<file path="config.mk">
export PLATFORM = sky130hd
export DESIGN_NAME = key_cmd_ctrl_flat
export DESIGN_NICKNAME = d
export VERILOG_FILES = /design/src/rtl/key_cmd_ctrl_if.sv /design/src/rtl/key_cmd_ctrl.sv /design/src/flat_wrapper.sv
export SDC_FILE = /design/constraint.sdc
export NUM_CORES = 1
export LEC_CHECK = 0
export BUFFER_PORTS_ARGS = -buffer_cell sky130_fd_sc_hd__buf_2
export CORE_MARGIN = 2
export CORE_UTILIZATION = 51
export CTS_CLUSTER_SIZE = 16
export DETAILED_ROUTE_END_ITERATION = 8
export GPL_TIMING_DRIVEN = 0
export PLACE_DENSITY = 0.74
export SYNTH_ARGS = -nofsm -noshare
export SYNTH_HDL_FRONTEND = slang
export SYNTH_SLANG_ARGS = --single-unit
</file>
<file path="constraint.sdc">
create_clock -name clk -period 2.2 [get_ports clk]
set_clock_uncertainty 0.2 [all_clocks]
set_input_delay 0.44 -clock clk [delete_from_list [all_inputs] [get_ports clk]]
set_output_delay 0.44 -clock clk [all_outputs]
set_load 0.05 [all_outputs]
</file>
<file path="src/rtl/key_cmd_ctrl_if.sv">
// rtl/key_cmd_ctrl_if.sv - keypad command bus between scanner/host and key_cmd_ctrl
//
// Signals:
//   sample_en  keypad scan strobe, one cycle per scan
//   key_code   5-bit keypad code (0..15 key index, 16..31 no key)
//   motor_cmd  registered drive state
//   speed      registered speed setpoint
//   estop      high while motor_cmd is ESTOP
//   cmd_valid  one-cycle pulse when a mapped key has been applied
// Modports: master drives the keypad side, slave is the controller.
interface key_cmd_ctrl_if;
  logic       sample_en;
  logic [4:0] key_code;
  logic [2:0] motor_cmd;
  logic [2:0] speed;
  logic       estop;
  logic       cmd_valid;

  modport master (
    output sample_en,
    output key_code,
    input  motor_cmd,
    input  speed,
    input  estop,
    input  cmd_valid
  );

  modport slave (
    input  sample_en,
    input  key_code,
    output motor_cmd,
    output speed,
    output estop,
    output cmd_valid
  );
endinterface

</file>
<file path="src/rtl/key_cmd_ctrl.sv">
// rtl/key_cmd_ctrl.sv - debounced keypad to motor command controller
//
// Ports:
//   clk    system clock, rising edge
//   rst    synchronous active-high reset
//   kc_if  key_cmd_ctrl_if.slave: sample_en/key_code in,
//          motor_cmd/speed/estop/cmd_valid out (all registered)
// A key must be seen on STABLE_CNT consecutive strobes, after a release of
// the same length, before it is accepted. The accepted key is applied to the
// drive state machine on the following clock edge.
module key_cmd_ctrl #(
  parameter int STABLE_CNT = 3,
  parameter int MAX_SPEED  = 7
) (
  input  logic          clk,
  input  logic          rst,
  key_cmd_ctrl_if.slave kc_if
);

  localparam logic [3:0] STABLE = 4'(STABLE_CNT);
  localparam logic [2:0] MAXSPD = 3'(MAX_SPEED);
  localparam logic [4:0] NO_KEY = 5'd31;

  typedef enum logic [2:0] {
    ST_STOP  = 3'b000,
    ST_FWD   = 3'b001,
    ST_REV   = 3'b010,
    ST_LEFT  = 3'b011,
    ST_RIGHT = 3'b100,
    ST_ESTOP = 3'b111
  } state_e;

  state_e     state_q;
  logic [2:0] speed_q;
  logic       estop_q;
  logic       cmd_valid_q;
  logic [3:0] cnt_q;
  logic [3:0] cnt_d;
  logic [4:0] code_q;
  logic       armed_q;
  logic       pend_q;     // a key was accepted on the previous edge
  logic [3:0] acc_key_q;  // the key accepted on that edge

  logic [4:0] code_n;
  logic       is_key;
  logic       reach;
  logic       accept;
  logic       arm;

  // All no-key codes collapse to one value so 16..31 count as the same code.
  assign code_n = kc_if.key_code[4] ? NO_KEY : kc_if.key_code;
  assign is_key = ~code_n[4];
  assign cnt_d  = (code_n != code_q) ? 4'd1 :
                  (cnt_q >= STABLE)  ? STABLE : cnt_q + 4'd1;
  assign reach  = (cnt_d == STABLE);
  // Armed is cleared on acceptance, so a saturated held key cannot re-fire.
  assign accept = reach && is_key && armed_q;
  assign arm    = reach && !is_key;

  always_ff @(posedge clk) begin
    if (rst) begin
      state_q     <= ST_STOP;
      speed_q     <= 3'd0;
      estop_q     <= 1'b0;
      cmd_valid_q <= 1'b0;
      cnt_q       <= 4'd0;
      code_q      <= NO_KEY;
      armed_q     <= 1'b0;
      pend_q      <= 1'b0;
      acc_key_q   <= 4'd0;
    end else begin
      cmd_valid_q <= 1'b0;
      pend_q      <= 1'b0;

      if (pend_q) begin
        if (acc_key_q == 4'd15) begin
          state_q     <= ST_ESTOP;
          estop_q     <= 1'b1;
          speed_q     <= 3'd0;
          cmd_valid_q <= 1'b1;
        end else if (state_q == ST_ESTOP) begin
          // Only stop releases the emergency stop; everything else is dropped.
          if (acc_key_q == 4'd5) begin
            state_q     <= ST_STOP;
            estop_q     <= 1'b0;
            cmd_valid_q <= 1'b1;
          end
        end else begin
          case (acc_key_q)
            4'd5: begin
              state_q     <= ST_STOP;
              cmd_valid_q <= 1'b1;
            end
            4'd2: begin
              // Reversing direction passes through STOP first.
              state_q     <= (state_q == ST_REV) ? ST_STOP : ST_FWD;
              cmd_valid_q <= 1'b1;
            end
            4'd8: begin
              state_q     <= (state_q == ST_FWD) ? ST_STOP : ST_REV;
              cmd_valid_q <= 1'b1;
            end
            4'd4: begin
              state_q     <= ST_LEFT;
              cmd_valid_q <= 1'b1;
            end
            4'd6: begin
              state_q     <= ST_RIGHT;
              cmd_valid_q <= 1'b1;
            end
            4'd10: begin
              if (speed_q < MAXSPD) speed_q <= speed_q + 3'd1;
              cmd_valid_q <= 1'b1;
            end
            4'd11: begin
              if (speed_q != 3'd0) speed_q <= speed_q - 3'd1;
              cmd_valid_q <= 1'b1;
            end
            default: ;
          endcase
        end
      end

      if (kc_if.sample_en) begin
        code_q <= code_n;
        cnt_q  <= cnt_d;
        if (accept) begin
          pend_q    <= 1'b1;
          acc_key_q <= code_n[3:0];
          armed_q   <= 1'b0;
        end else if (arm) begin
          armed_q <= 1'b1;
        end
      end
    end
  end

  assign kc_if.motor_cmd = state_q;
  assign kc_if.speed     = speed_q;
  assign kc_if.estop     = estop_q;
  assign kc_if.cmd_valid = cmd_valid_q;

endmodule

</file>
<file path="src/flat_wrapper.sv">
// flat-port wrapper written by rule: the top's interface ports become plain ports
module key_cmd_ctrl_flat 
#(
  parameter int STABLE_CNT = 3,
  parameter int MAX_SPEED  = 7
)
  (clk, rst, kc_if_sample_en, kc_if_key_code, kc_if_motor_cmd, kc_if_speed, kc_if_estop, kc_if_cmd_valid);
  key_cmd_ctrl_if kc_if_i ();
  input  logic clk;
  input  logic rst;
  input wire logic [$bits(kc_if_i.sample_en)-1:0] kc_if_sample_en;
  input wire logic [$bits(kc_if_i.key_code)-1:0] kc_if_key_code;
  output wire logic [$bits(kc_if_i.motor_cmd)-1:0] kc_if_motor_cmd;
  output wire logic [$bits(kc_if_i.speed)-1:0] kc_if_speed;
  output wire logic [$bits(kc_if_i.estop)-1:0] kc_if_estop;
  output wire logic [$bits(kc_if_i.cmd_valid)-1:0] kc_if_cmd_valid;
  assign kc_if_i.sample_en = kc_if_sample_en;
  assign kc_if_i.key_code = kc_if_key_code;
  assign kc_if_motor_cmd = kc_if_i.motor_cmd;
  assign kc_if_speed = kc_if_i.speed;
  assign kc_if_estop = kc_if_i.estop;
  assign kc_if_cmd_valid = kc_if_i.cmd_valid;
  key_cmd_ctrl #(.STABLE_CNT(STABLE_CNT), .MAX_SPEED(MAX_SPEED)) u_core (.clk(clk), .rst(rst), .kc_if(kc_if_i));
endmodule
</file>
==> results.py, run 1 <==
metrics = {
    "global_route": {
        "overflow": 0,
        "grt_start_max_net_pins": 15,
        "grt_pass1_vias": 1116,
        "grt_use_total": 0.1835,
        "grt_pass1_wl_um": 4712,
        "antenna_found_initial": 0,
    },
    "worst_hold_path": {
        "min-delay-start": "kc_if_key_code[3]",
        "holdPathStages": 3,
        "hp-class": "input pin to flop",
        "min_to": "u_core.acc_key_q[3]",
    },
    "sta": {
        "setup_viol": 0,
        "finalCritPeriodShare": 0.9555,
        "fmax_ghz": 0.4757,
        "slew_headroom": 0.6777,
        "finalCriticalPeriod_ns": 2.102,
        "tightest_slew_ns": 0.4835,
        "rsz0062_at_grt": "true",
        "slew_violations": 0,
        "fin_ws_ns": 0.09792,
        "hold_viol": 0,
    },
    "cts": {
        "clk_pin_slew_ns": 0.14,
        "clk_latency_ns": 0.32,
        "clock-sinks": 23,
        "clockRootBuffer": "clkbuf_4",
        "clock_path_buffers": 2,
        "cts_tree": "done",
        "cts_buffers": 3,
        "cts_max_level": 1,
    },
    "drt": {
        "wire_per_inst_um": 13.41,
        "drtPass1Iterations": 4,
        "drt-initial-drc-count": 47,
        "finalWirelength_um": 2723,
        "vias": 1184,
        "ant_nets": 0,
        "post-route-drc-count": 0,
        "vias_per_cell": 5.833,
    },
    "final_layout": {
        "antennaDiodeCount": 0,
        "multi_input_area_um2": 855.8,
        "area_growth_pct": 15.13,
        "nets": 184,
        "register_area_um2": 467.9,
        "final_layout_size_suffix_gt1_frac": 0.2254,
        "fill_cells": 219,
        "final_cells": 203,
    },
    "power_and_ir_drop": {
        "pwr-share-comb": 0.098,
        "p_leak_nw": 0.5717,
        "seqPwrFrac": 0.608,
        "p_sw_frac": 0.2597,
        "ir_worst_vdd_uv": 413.5,
        "power_frac_clock": 0.294,
        "switching_power_w": 0.0001823,
        "p_int_w": 0.0005197,
        "power_per_cell_area_mw_per_mm2": 452.4,
    },
    "setup_path": {
        "r2r_cells": 6,
        "regToRegSetupSlack_ns": 0.1,
        "critPathKind": "flop to flop",
        "critPathBufInv": 1,
        "timing.rr.end": "u_core.acc_key_q[0]",
        "crit_fanout": 5,
        "max_stage_delay_ns": 0.39,
        "arrival_ns": 2.15,
        "cp.required_ns": 2.25,
        "critPathLaunchType": "flop",
        "slowest_stage": "or3_4",
        "cp-end-kind": "flop",
        "rr_startpoint": "u_core.code_q[1]",
        "crit_chain": "or3_4 -> a221oi_4 -> o2111ai_4 -> nor4b_4 -> buf_4 -> mux2i_1",
        "critPathTopFamily": "simple AND/OR/NAND/NOR gates",
    },
    "logic_synthesis": {
        "netlist_instances": 155,
        "ys_async_sr_fraction": 0,
        "synth_top_area_cell": "dfxtp_1",
        "ys.flop_type": "dfxtp_1",
        "synth-edff-count": 0,
        "synth_commonest_cells": "23 x dfxtp_1, 17 x nand2b_1, 14 x nor2_1",
        "synth_warnings": 0,
        "yosysMostFrequentCell": "dfxtp_1",
        "synth.distinct_cells": 44,
        "netlist_area_mm2": 0.001348,
        "synth_fp_nets": 165,
        "ys_ff_latch": 23,
        "synth_top_area_share": 0.3417,
        "yosys-top-cells-area": "dfxtp_1 34%, nand2b_1 7.9%, mux2i_1 7.4%",
        "seq_area_frac_synth": 0.3417,
        "avgSynthCellArea_um2": 8.694,
    },
    "floorplan": {
        "ios": 16,
        "num_rows": 18,
        "core_mm2": 0.002500,
        "initial_core_util": 0.5390,
        "die_x_um": 55.40,
        "die_y_um": 55.40,
        "dieArea_mm2": 0.003069,
    },
    "run": {
        "cap_viol_max_count": 0,
    },
    "outcome": {
        "status": "complete, no violations",
    },
    "placed_design": {
        "place_inst": 199,
        "hpwl_um": 1916,
        "place_congestion": 0.7784,
        "pre_cts_ws_ns": -0.1887,
        "io_buffers": 14,
    },
}
worst max-delay path by stage:
stage / start / end / cells after the start
5_1_grt: u_core.acc_key_q[1] / u_core.kc_if.speed[2] / 9
2_1_floorplan: kc_if_key_code[4] / u_core.acc_key_q[0] / 6
6_report: u_core.code_q[1] / u_core.acc_key_q[0] / 6
3_5_place_dp: kc_if_key_code[4] / u_core.acc_key_q[2] / 6
3_3_place_gp: u_core.acc_key_q[1] / u_core.kc_if.speed[2] / 9
4_1_cts: u_core.acc_key_q[1] / u_core.kc_if.speed[2] / 9
sequential cells by signal, summed over array words and instances, names as in the netlist:
name,flops
u_core.code_q,5
u_core.acc_key_q,4
u_core.cnt_q,4
u_core.kc_if.motor_cmd,3
u_core.kc_if.speed,3
u_core.armed_q,1
u_core.kc_if.cmd_valid,1
u_core.kc_if.estop,1
u_core.pend_q,1
placed cells by master (no fill, tap or decap), types with 3 or more instances in the layout:
cell type,instances
or2_2,3
dfxtp_1,19
clkbuf_4,3
nor2b_1,6
nand3_1,3
or3_1,3
o21ai_1,3
mux2i_1,10
nor3b_1,4
nand2_1,3
o21ai_0,3
inv_1,6
a21oi_1,10
dfxtp_2,3
buf_2,14
nor2_1,14
clkbuf_1,6
nand2b_1,16
metrics by stage:
| step | TNS [ns] | area (um^2) | hold WS (ns) | total power (W) | utilization |
|---|---|---|---|---|---|
| final | 0 | 1551 | 0.1817 | 0.0007019 | 0.6206 |
| after detailed placement | -1.027 | 1460 | 0.2629 | 0.0005008 | 0.5841 |
| after CTS | 0 | 1518 | 0.1795 | 0.0007022 | 0.6071 |
| after global routing | -0.01687 | 1551 | 0.1698 | 0.0007380 | 0.6206 |
| after floorplan | -0.1172 | 1353 | 0.2500 | 0.0004807 | - |
| after global placement | -0.7783 | 1460 | 0.2598 | 0.0004977 | 0.5841 |
kinds of logic after synthesis:
family	after synthesis	share of synthesized area
AOI/OAI and AO/OA	34	0.1894
xor gates and xnor gates	3	0.01950
adders and majority gates	2	0.02414
buffers and inverters	16	0.05014
DFF	23	0.3417
muxes	10	0.07428
and+or+nand+nor	67	0.3008
metal layers:
metal,part of all wire,wire [um],track usage
met1,0.43,1177,0.2187
met2,0.50,1354,0.3265
met3,0.065,177,0.04684
met4,0.0051,14,0.04530
met5,0,0,0
power by group through the flow:
| stage | clock network [W] | registers, W | logic, W |
|---|---|---|---|
| 2_1_floorplan | 0 | 0.000436 | 0.0000446 |
| 6_report | 0.000206 | 0.000427 | 0.0000686 |
| 5_1_grt | 0.000234 | 0.000428 | 0.0000756 |
| 3_5_place_dp | 0 | 0.000437 | 0.0000635 |
| 4_1_cts | 0.000211 | 0.000427 | 0.0000639 |
| 3_3_place_gp | 0 | 0.000437 | 0.0000609 |
worst reg2reg max path, stage by stage (launching register included):
cell       delay (ns)
dfxtp_2          0.36
or3_4            0.40
a221oi_4         0.30
o2111ai_4        0.17
nor4b_4          0.24
buf_4            0.19
mux2i_1          0.17
what timing repair did:
item,4_1_cts,5_1_grt
buffers inserted,2,0
endpoints found under the setup margin,5,8
hold buffers,0,0
pin swaps,1,3
resized for setup,5,10
area by class of cell:
| type | instances | area share |
|---|---|---|
| Inverter | 6 | 0.01452 |
| Clock buffer | 3 | 0.01452 |
| Timing Repair Buffer | 16 | 0.05484 |
| Sequential cell | 23 | 0.3016 |
| Multi-Input combinational cell | 116 | 0.5516 |
| Tap cell | 30 | 0.02419 |
| Buffer | 8 | 0.03387 |
| Clock inverter | 1 | 0.004839 |
Note: power is estimated with default switching activity, not from simulation.
==> run 2: changes to the inputs <==
CORE_ASPECT_RATIO = 1.4   (was unset)
GPL_ROUTABILITY_DRIVEN = 0   (was unset)
==> results.py, run 2 (synthesis results as in run 1) <==
metrics = {
    "setup_path": {
        "slowest_stage": "or3_4",
        "timing.rr.end": "u_core.acc_key_q[0]",
        "critPathLaunchType": "flop",
        "regToRegSetupSlack_ns": 0.05,
        "critPathTopFamily": "simple AND/OR/NAND/NOR gates",
        "crit_chain": "or3_4 -> a221oi_4 -> o2111ai_4 -> nor4b_4 -> buf_4 -> mux2i_1",
        "arrival_ns": 2.19,
        "critPathKind": "flop to flop",
        "rr_startpoint": "u_core.code_q[1]",
        "crit_fanout": 5,
        "critPathBufInv": 1,
        "max_stage_delay_ns": 0.40,
        "cp-end-kind": "flop",
        "r2r_cells": 6,
        "cp.required_ns": 2.24,
    },
    "global_route": {
        "met2_usage": 0.3666,
        "met1_usage": 0.2017,
        "met3_usage": 0.02786,
        "antenna_found_initial": 0,
        "grt_use_total": 0.1996,
        "grt_pass1_vias": 1112,
        "top_usage_layer": "met2",
        "grt_start_max_net_pins": 13,
        "overflow": 0,
        "grt_pass1_wl_um": 4505,
    },
    "worst_hold_path": {
        "hp-class": "input pin to flop",
        "holdPathStages": 3,
        "min_to": "u_core.acc_key_q[3]",
        "min-delay-start": "kc_if_key_code[3]",
    },
    "cts": {
        "ctsHoldBuffers": 0,
        "cts_tree": "done",
        "clock_path_buffers": 2,
        "clk_pin_slew_ns": 0.12,
        "clockRootBuffer": "clkbuf_4",
        "cts_max_level": 1,
        "clock-sinks": 23,
        "cts_buffers": 3,
        "clk_latency_ns": 0.31,
    },
    "floorplan": {
        "die_y_um": 64.82,
        "initial_core_util": 0.5264,
        "dieArea_mm2": 0.003075,
        "die_x_um": 47.45,
        "num_rows": 22,
        "ios": 16,
        "core_mm2": 0.002560,
    },
    "sta": {
        "slew_headroom": 0.6520,
        "setup_tns_ns": 0,
        "finalCritPeriodShare": 0.9784,
        "tightest_slew_ns": 0.5180,
        "finalCriticalPeriod_ns": 2.152,
        "fmax_ghz": 0.4646,
        "slew_violations": 0,
        "hold_viol": 0,
        "setup_viol": 0,
    },
    "final_layout": {
        "final_layout_size_suffix_gt1_frac": 0.2035,
        "nets": 183,
        "largest_reg_flops": 5,
        "regMostFlops": "u_core.code_q",
        "top_regs": "u_core.code_q: 5 flops, u_core.acc_key_q: 4 flops, u_core.cnt_q: 4 flops",
        "layout_commonest_cell": "dfxtp_1",
        "final_cell_mix": "20 x dfxtp_1, 16 x nand2b_1, 14 x nor2_1, 14 x buf_2",
        "area_growth_pct": 13.83,
        "final_util": 0.5992,
        "antennaDiodeCount": 0,
    },
    "outcome": {
        "status": "complete, no violations",
    },
    "drt": {
        "ant_nets": 0,
        "post-route-drc-count": 0,
        "vias_per_cell": 5.644,
        "vias": 1174,
        "finalWirelength_um": 2764,
        "drt-initial-drc-count": 17,
        "drtPass1Iterations": 4,
        "wire_per_inst_um": 13.29,
    },
    "power_and_ir_drop": {
        "power_per_cell_area_mw_per_mm2": 447.8,
        "p_leak_nw": 0.5652,
        "ir_worst_vdd_uv": 435.7,
        "power_w": 0.0006868,
    },
    "run": {
        "cap_viol_max_count": 0,
    },
    "placed_design": {
        "io_buffers": 14,
        "hpwl_um": 2080,
    },
}
[run 2: cell type report]
cell class | instances | area, um^2
plain buffers | 7 | 37.54
clock buffers | 4 | 26.28
fillers | 244 | 1026
inverters | 6 | 22.52
multi-input cells | 116 | 850.8
flip-flops and latches | 23 | 466.7
well taps | 36 | 45.04
repair buffers | 16 | 85.08
[run 2: metal layers]
layer | part of all wire | vias up
met1 | 0.38 | 569
met5 | 0 | -
met4 | 0.016 | 0
met3 | 0.018 | 4
li1 | - | 586
met2 | 0.58 | 15
[run 2: worst max path at each step]
stage	start	to	slack, ns	depth (start not counted)
final	u_core.code_q[1]	u_core.acc_key_q[0]	0.05	6
after detailed placement	u_core.acc_key_q[1]	u_core.kc_if.speed[2]	-0.18	9
after global routing	u_core.code_q[1]	u_core.acc_key_q[2]	-0.02	6
after floorplan	kc_if_key_code[4]	u_core.acc_key_q[0]	-0.02	6
after CTS	u_core.acc_key_q[0]	u_core.kc_if.speed[2]	0.03	8
after global placement	kc_if_key_code[4]	u_core.acc_key_q[1]	-0.14	6
[run 2: metrics by stage]
stage / hold WS, ns / setup slack, ns / instance area, um^2 / std cells
finish: 0.1994 / 0.04763 / 1534 / 208
global route: 0.1889 / -0.01688 / 1534 / 208
CTS: 0.2003 / 0.02558 / 1514 / 208
detailed placement: 0.2639 / -0.1828 / 1468 / 205
global placement: 0.2606 / -0.1409 / 1468 / 205
floorplan: 0.2500 / -0.02453 / 1353 / 155
[run 2: power breakdown]
group | switching [W] | leakage (nW) | total [W] | internal, W
sequential | 0.00000538 | 0.188 | 0.000426 | 0.000421
combinational | 0.0000382 | 0.362 | 0.0000671 | 0.0000289
clock | 0.000123 | 0.0150 | 0.000193 | 0.0000708
total | 0.000166 | 0.565 | 0.000687 | 0.000521
[run 2: what timing repair did]
action                     4_1_cts  5_1_grt
buffers inserted                 1        1
setup endpoints to repair        1        8
pin swaps                        0        3
gates resized for setup          5        6
[run 2: worst register-to-register path, cell delays in order (launching register included)]
cell	delay (ns)
dfxtp_1	0.35
or3_4	0.40
a221oi_4	0.29
o2111ai_4	0.16
nor4b_4	0.31
buf_4	0.19
mux2i_1	0.19
